## src/rtl/fetch_ctrl.sv

```systemverilog
// fetch_ctrl: instruction-fetch sequencer in front of a combinational ROM.
// Owns the fetch PC, buffers {pc, instr} pairs in a 2-entry FIFO toward
// decode, and handles redirects, halts and out-of-window/misaligned faults.
// Optional macro FETCH_CNT_EN enables the pushed-instruction counter.
module fetch_ctrl #(
  parameter logic [31:0] PC_RESET = 32'h0000_3000,
  parameter int          IM_AW    = 10
) (
  input  logic              clk,
  input  logic              reset,
  output logic [IM_AW-1:0]  iaddr,
  input  logic [31:0]       idata,
  input  logic              redirect_valid,
  input  logic [31:0]       redirect_pc,
  input  logic              halt_req,
  output logic              out_valid,
  input  logic              out_ready,
  output logic [31:0]       out_instr,
  output logic [31:0]       out_pc,
  output logic              fault,
  output logic [31:0]       fault_pc,
  output logic [31:0]       fetch_count
);

  typedef enum logic [1:0] {RUN, HALT, FAULT} state_t;

  // Size of the fetchable window in bytes
  localparam logic [31:0] WIN_BYTES = 32'd4 << IM_AW;

  state_t      r_state;
  state_t      w_state_nxt;
  logic [31:0] r_fetch_pc;
  logic [31:0] r_fault_pc;
  logic [1:0]  r_count;
  logic        r_head;
  logic        r_tail;
  logic [31:0] r_q_pc    [2];
  logic [31:0] r_q_instr [2];

  logic [31:0] w_off;
  logic        w_in_window;
  logic        w_push;
  logic        w_pop;
  logic        w_set_fault;

  // Below-base PCs wrap to large offsets and fall outside the window
  assign w_off       = r_fetch_pc - PC_RESET;
  assign w_in_window = (r_fetch_pc[1:0] == 2'b00) && (w_off < WIN_BYTES);
  assign iaddr       = w_off[IM_AW+1:2];

  assign out_valid = (r_count != 2'd0);
  assign out_pc    = out_valid ? r_q_pc[r_head]    : 32'h0;
  assign out_instr = out_valid ? r_q_instr[r_head] : 32'h0;
  assign fault     = (r_state == FAULT);
  assign fault_pc  = r_fault_pc;

  // Handshake decode and next-state logic; redirect overrides everything
  always_comb begin
    w_pop       = out_valid && out_ready && !redirect_valid;
    // A full queue still accepts a push when the head leaves this cycle
    w_push      = (r_state == RUN) && !halt_req && !redirect_valid &&
                  w_in_window && ((r_count != 2'd2) || w_pop);
    w_state_nxt = r_state;
    w_set_fault = 1'b0;
    if (redirect_valid) begin
      w_state_nxt = halt_req ? HALT : RUN;
    end else begin
      case (r_state)
        RUN: begin
          if (halt_req) begin
            w_state_nxt = HALT;
          end else if (!w_in_window) begin
            w_state_nxt = FAULT;
            w_set_fault = 1'b1;
          end
        end
        HALT: begin
          if (!halt_req) w_state_nxt = RUN;
        end
        FAULT: begin
          w_state_nxt = FAULT;
        end
        default: begin
          w_state_nxt = RUN;
        end
      endcase
    end
  end

  // Control state: FSM, fetch PC, queue pointers/count, fault PC
  always_ff @(posedge clk) begin
    if (!reset) begin
      r_state    <= RUN;
      r_fetch_pc <= PC_RESET;
      r_fault_pc <= 32'h0;
      r_count    <= 2'd0;
      r_head     <= 1'b0;
      r_tail     <= 1'b0;
    end else begin
      r_state <= w_state_nxt;
      if (w_set_fault) r_fault_pc <= r_fetch_pc;
      if (redirect_valid) begin
        r_fetch_pc <= redirect_pc;
        r_count    <= 2'd0;
        r_head     <= 1'b0;
        r_tail     <= 1'b0;
      end else begin
        if (w_push) begin
          r_fetch_pc <= r_fetch_pc + 32'd4;
          r_tail     <= ~r_tail;
        end
        if (w_pop) r_head <= ~r_head;
        case ({w_push, w_pop})
          2'b10:   r_count <= r_count + 2'd1;
          2'b01:   r_count <= r_count - 2'd1;
          default: r_count <= r_count;
        endcase
      end
    end
  end

  // Queue storage; contents are only observed through the count-gated outputs
  always_ff @(posedge clk) begin
    if (w_push) begin
      r_q_pc[r_tail]    <= r_fetch_pc;
      r_q_instr[r_tail] <= idata;
    end
  end

`ifdef FETCH_CNT_EN
  logic [31:0] r_fetch_count;

  // Pushed-instruction counter; only reset clears it, redirects do not
  always_ff @(posedge clk) begin
    if (!reset) begin
      r_fetch_count <= 32'h0;
    end else if (w_push) begin
      r_fetch_count <= r_fetch_count + 32'd1;
    end
  end

  assign fetch_count = r_fetch_count;
`else
  assign fetch_count = 32'h0;
`endif

endmodule

```

## config.mk

```make
export PLATFORM = sky130hd
export DESIGN_NAME = fetch_ctrl
export DESIGN_NICKNAME = d
export VERILOG_FILES = /design/src/rtl/fetch_ctrl.sv
export SDC_FILE = /design/constraint.sdc
export NUM_CORES = 1
export LEC_CHECK = 0
export BUFFER_PORTS_ARGS = -buffer_cell sky130_fd_sc_hd__buf_2
export CAP_MARGIN = 20
export CORE_ASPECT_RATIO = 1.2
export CORE_MARGIN = 2
export CORE_UTILIZATION = 40
export DETAILED_ROUTE_END_ITERATION = 10
export SYNTH_ARGS = -nofsm -noshare
export SYNTH_HDL_FRONTEND = slang
export SYNTH_SLANG_ARGS = --single-unit
```

## constraint.sdc

```tcl
create_clock -name clk -period 4.84 [get_ports clk]
set_input_delay 0.242 -clock clk [delete_from_list [all_inputs] [get_ports clk]]
set_output_delay 0.242 -clock clk [all_outputs]
set_load 0.1 [all_outputs]
```

# After elaboration in Yosys (flattened, before gate mapping)
# Memories as Yosys holds them, arrays and structs flattened. A register that Yosys moved wholly into a read port is not among the register bits.
# Index checks and enable logic that the tools add are counted.
word_totals:
  wordCells: 61
  ram_bits: 128
  memories: 2
  regBits: 70
op_classes:
  add_sub_neg: 4
  n_bitwise: 3
  muxes: 21
  reduce_logical: 17
  order_cmp: 1
  n_eq_ne: 7
mem_list:
  columns: ["memory", "depth", "word_bits", "read_ports", "rd_ports_with_merged_regs", "write_ports", "line_no", "source"]
  rows:
  - ["r_q_instr", 2, 32, 1, 1, 1, "38", "logic [31:0] r_q_instr [2];"]
  - ["r_q_pc", 2, 32, 1, 1, 1, "37", "logic [31:0] r_q_pc [2];"]
ops:
  columns: ["op", "count"]
  rows:
  - ["$mux W32", 4]
  - ["$add A32 B3 Y32 const B", 1]
  - ["$lt A32 B13 Y1 const B", 1]
  - ["$sub A32 B14 Y32 const B", 1]
  - ["$mux W1", 11]
  - ["$mux W2", 4]
  - ["$logic_and A1 B1 Y1", 7]
  - ["$pmux W2 S3", 1]
  - ["$reduce_bool A2 Y1", 3]
  - ["$eq A2 B1 Y1 const B", 2]
  - ["$eq A2 B2 Y1 const B", 2]
  - ["$logic_not A2 Y1", 2]
  - ["$ne A4 B4 Y1 const B", 1]
  - ["$pmux W2 S2", 1]
  - ["$ne A3 B3 Y1 const B", 1]
  - ["$not A1 Y1", 3]
  - ["$add A2 B1 Y2 const B", 1]
  - ["$logic_not A1 Y1", 2]
  - ["$ne A2 B2 Y1 const B", 1]
  - ["$reduce_and A2 Y1", 1]
  - ["$reduce_or A2 Y1", 1]
  - ["$sub A2 B1 Y2 const B", 1]
  - ["$logic_or A1 B1 Y1", 1]

# Longest topological paths before layout
depth:
  ltp_word: 7
  depth_mapped: 7

# Worst setup path before layout
# Ideal clock, no wire load.
synth_path:
  path_kind: "register to register"
  from: "register r_fetch_pc[16]"
  to: "memory r_q_instr[0][0], enable pin"
  path_stages_with_launch: 6
  required_time_ns: 4.354
  n_path_buf: 1
  slack_ns: 0.410
  t_arrival_ns: 3.944
  path_cell_list: "dfxtp_1 > nor4_1 > nand4_1 > buf_2 > or3_1 > nor2_1"
synth_between:
  elab_chain_cells: 7
synth_lines:
  columns: ["element", "line_no", "source"]
  rows:
  - ["from (decl)", "32", "logic [31:0] r_fetch_pc;"]
  - ["from (signal assigned)", "103", "r_fetch_pc <= redirect_pc;"]
  - ["from (signal assigned)", "109", "r_fetch_pc <= r_fetch_pc + 32'd4;"]
  - ["$sub A32 B14 Y32", "47", "assign w_off = r_fetch_pc - PC_RESET;"]
  - ["$lt A32 B13 Y1", "48", "assign w_in_window = (r_fetch_pc[1:0] == 2'b00) && (w_off < WIN_BYTES);"]
  - ["$logic_and A1 B1 Y1", "48", null]
  - ["$logic_and A1 B1 Y1", "61", "w_push = (r_state == RUN) && !halt_req && !redirect_valid &&"]
  - ["$logic_and A1 B1 Y1", "62", "w_in_window && ((r_count != 2'd2) || w_pop);"]
  - ["$mux W1", "124", "if (w_push) begin"]
  - ["$mux W1 (not written as such)", "126", "r_q_instr[r_tail] <= idata;"]
  - ["to (decl)", "38", null]
# No other way between the ends.

# Final worst setup path
layout_path:
  from: "register r_fetch_pc[23]"
  to: "memory r_q_instr[0][11], enable pin"
# Same word-level chain as after synthesis.

==> results.json <==
{
  "maxCapViolations": 0,
  "viasPerCell": 4.81,
  "met2WireLength_mm": 9.11,
  "critical_path.startpoint_type": "register",
  "hold_violations": 0,
  "fillers": 1787,
  "start_util": 0.409,
  "postCtsSetupBuffers": 0,
  "slew_viol_final": 0,
  "grt_pass1_wl_mm": 28.1,
  "grt_antenna_before_repair": 0,
  "fp.dieH_um": 159,
  "gp_congestion": 0.798,
  "top_layer_used": "met4",
  "num_rows": 56,
  "first_pass_iters": 5,
  "max_freq_ghz": 0.329,
  "ys_types": 46,
  "gr-usage-all-layers": 0.170,
  "outcome": "finished clean",
  "fin_tns_setup_ns": 0,
  "worstHoldPathType": "in2reg",
  "tritoncts": "built",
  "synth-seq-cells": 199,
  "ys.flop_type": "edfxtp_1",
  "netlist_area_um2": 8020,
  "place_worst_setup_slack_ns": 1.78,
  "period_needed_ns": 3.04,
  "clock_latency_ns": 0.43,
  "grt_pass1_vias": 5228,
  "cp_max_fo": 50,
  "cts_sinks": 199,
  "required_ns": 4.94,
  "p_per_area_nw_per_um2": 370,
  "dpl.cell_count": 1020,
  "cts_root_buf": "clkbuf_16",
  "fin_worst_skew_ns": 0.00941,
  "syn_area_per_cell_um2": 12.9,
  "hpwl_mm": 11.8,
  "netlist_instances": 623,
  "core_um2": 19600,
  "ios": 209,
  "setup_violations": 0,
  "finalCritPeriodShare": 0.628,
  "die_x_um": 133,
  "placed_cell_area_um2": 8960,
  "relSlewSlack": 0.311,
  "finalInstanceArea_um2": 9860,
  "grt_max_degree": 65,
  "stdcell_count": 1080,
  "clockBufferDepth": 2,
  "worst_slack_ns": 1.80,
  "r2r_slack_ns": 1.80,
  "ctsHtreeMaxLevel": 4,
  "drc": 0,
  "multi_input_area_um2": 2420,
  "syn_to_final_growth_pct": 23.0,
  "rsz0062_at_grt": "no",
  "clkTransAtPathRegs_ns": 0.07,
  "nets": 875,
  "p_leak_nw": 4.06,
  "drtAntennaViolNets": 0,
  "ys_async_sr_fraction": 0,
  "synth-edff-count": 128,
  "layout-drive-gt1-share": 0.273,
  "yosysWarningCount": 0,
  "crit_arrival_ns": 3.14,
  "worst_ir_drop_vdd_uv": 216,
  "criticalPathCategory": "reg2reg",
  "detailroute.via_count": 5200,
  "met1_length_mm": 7.58,
  "ys_seq_area_frac": 0.657,
  "regArea_um2": 5270,
  "cts_buffers": 17,
  "tightest_slew_ns": 1.03,
  "overflow": 0,
  "port_buffers": 176,
  "routedWlPerCell_um": 16.6,
  "holdWs_ns": 0.0271,
  "routed_wl_mm": 18.0,
  "dr.first_iter.drc_count": 191,
  "wl_met3_um": 913,
  "end_kind": "register",
  "die-area_um2": 21200
}
## cell usage in the layout, fill, tap and decap left out, types with 3 or more instances in the layout
| master | netlist | final |
|---|---|---|
| edfxtp_1 | 128 | 128 |
| nand3_1 | 9 | 9 |
| nor2_1 | 127 | 125 |
| mux2i_1 | 117 | 117 |
| a31oi_1 | 3 | 3 |
| conb_1 | 1 | 32 |
| nor4_1 | 9 | 9 |
| o21ai_0 | 6 | 6 |
| clkinv_4 | 0 | 3 |
| a21oi_1 | 5 | 5 |
| clkbuf_16 | 0 | 19 |
| inv_1 | 6 | 6 |
| nand4_1 | 3 | 3 |
| inv_6 | 0 | 3 |
| o31ai_1 | 3 | 3 |
| nand2_1 | 15 | 15 |
| buf_2 | 7 | 176 |
| dfxtp_1 | 71 | 70 |
| nor3_1 | 5 | 5 |
| buf_4 | 42 | 3 |
| dlygate4sd3_1 | 0 | 26 |
| or3_1 | 3 | 3 |
## synthesized netlist by cell type (all sizes together), types with 3 or more instances
master,count,area share
nand2,15,0.0070
a31oi,3,0.0023
mux2i,117,0.15
edfxtp,128,0.48
o21ai,8,0.0059
nor4,10,0.0097
a21oi,5,0.0031
clkbuf,19,0.0089
nor2,127,0.059
buf,56,0.047
nand3,9,0.0056
nand4,3,0.0023
nor3,5,0.0031
o31ai,3,0.0028
dfxtp,71,0.18
inv,7,0.0033
or3,3,0.0023
## state kept, by name, summed over array words and instances, names as in the netlist, named ones only
name and cells:
r_count 2, r_q_instr 64, r_tail 1, r_state 2
r_head 1, r_q_pc 64, fault_pc 32, r_fetch_pc 32
## cells by family (layout without fill, tap and decap cells)
family / count (synthesis) / in the layout / share of synthesized area
compound gates: 35 / 35 / 0.0309
other cells: 1 / 33 / 0.000468
simple gates: 183 / 183 / 0.0991
buf+inv: 82 / 246 / 0.0591
xor+xnor: 3 / 3 / 0.00328
flops: 199 / 199 / 0.657
mux: 119 / 119 / 0.149
fa+ha+maj: 1 / 1 / 0.00156
## per-layer routing
layer,global-route usage,vias up
met5,0,-
met4,0.0648,0
met3,0.0357,21
met2,0.295,169
met1,0.209,2491
li1,-,2519
## layout make-up
type | count | area share
antenna | 1 | 0.000254
multi-input combinational | 373 | 0.245
clock buffer | 22 | 0.0514
tap | 261 | 0.0331
timing repair buffer | 207 | 0.123
clock inverter | 10 | 0.0104
sequential | 199 | 0.534
inverter | 7 | 0.00266
## report_power, final
part / total, W / internal, W / leakage (nW) / switching [W]
registers: 0.00186 / 0.00183 / 1.73 / 0.0000348
clock network: 0.00142 / 0.000808 / 0.299 / 0.000617
logic: 0.000364 / 0.0000799 / 2.03 / 0.000284
## worst paths after layout
path,startpoint,endpoint,cells past startpoint
min reg2reg,fault_pc[29],fault_pc[29],2
min,idata[2],r_q_instr[0][2],1
max reg2reg,r_fetch_pc[23],r_q_instr[0][11],5
max,r_fetch_pc[23],r_q_instr[0][11],5
## worst max-delay path, stage by stage, from the launching register on
cell and delay [ns]:
dfxtp_1 0.36, nor4_1 0.39, nand4_1 0.51, or3_1 0.58, nor2_4 0.45, buf_12 0.34
## repair_timing
action                                 CTS  global route
gates resized for setup                  0             0
endpoints found under the hold margin   51             0
hold buffers                            26             0
## stage by stage
stage	power, W	util
after floorplan	0.00220	-
after global placement	0.00224	0.457
after detailed placement	0.00225	0.457
after CTS	0.00368	0.501
after global routing	0.00377	0.503
final	0.00365	0.503
(Power assumes the default switching activity.)
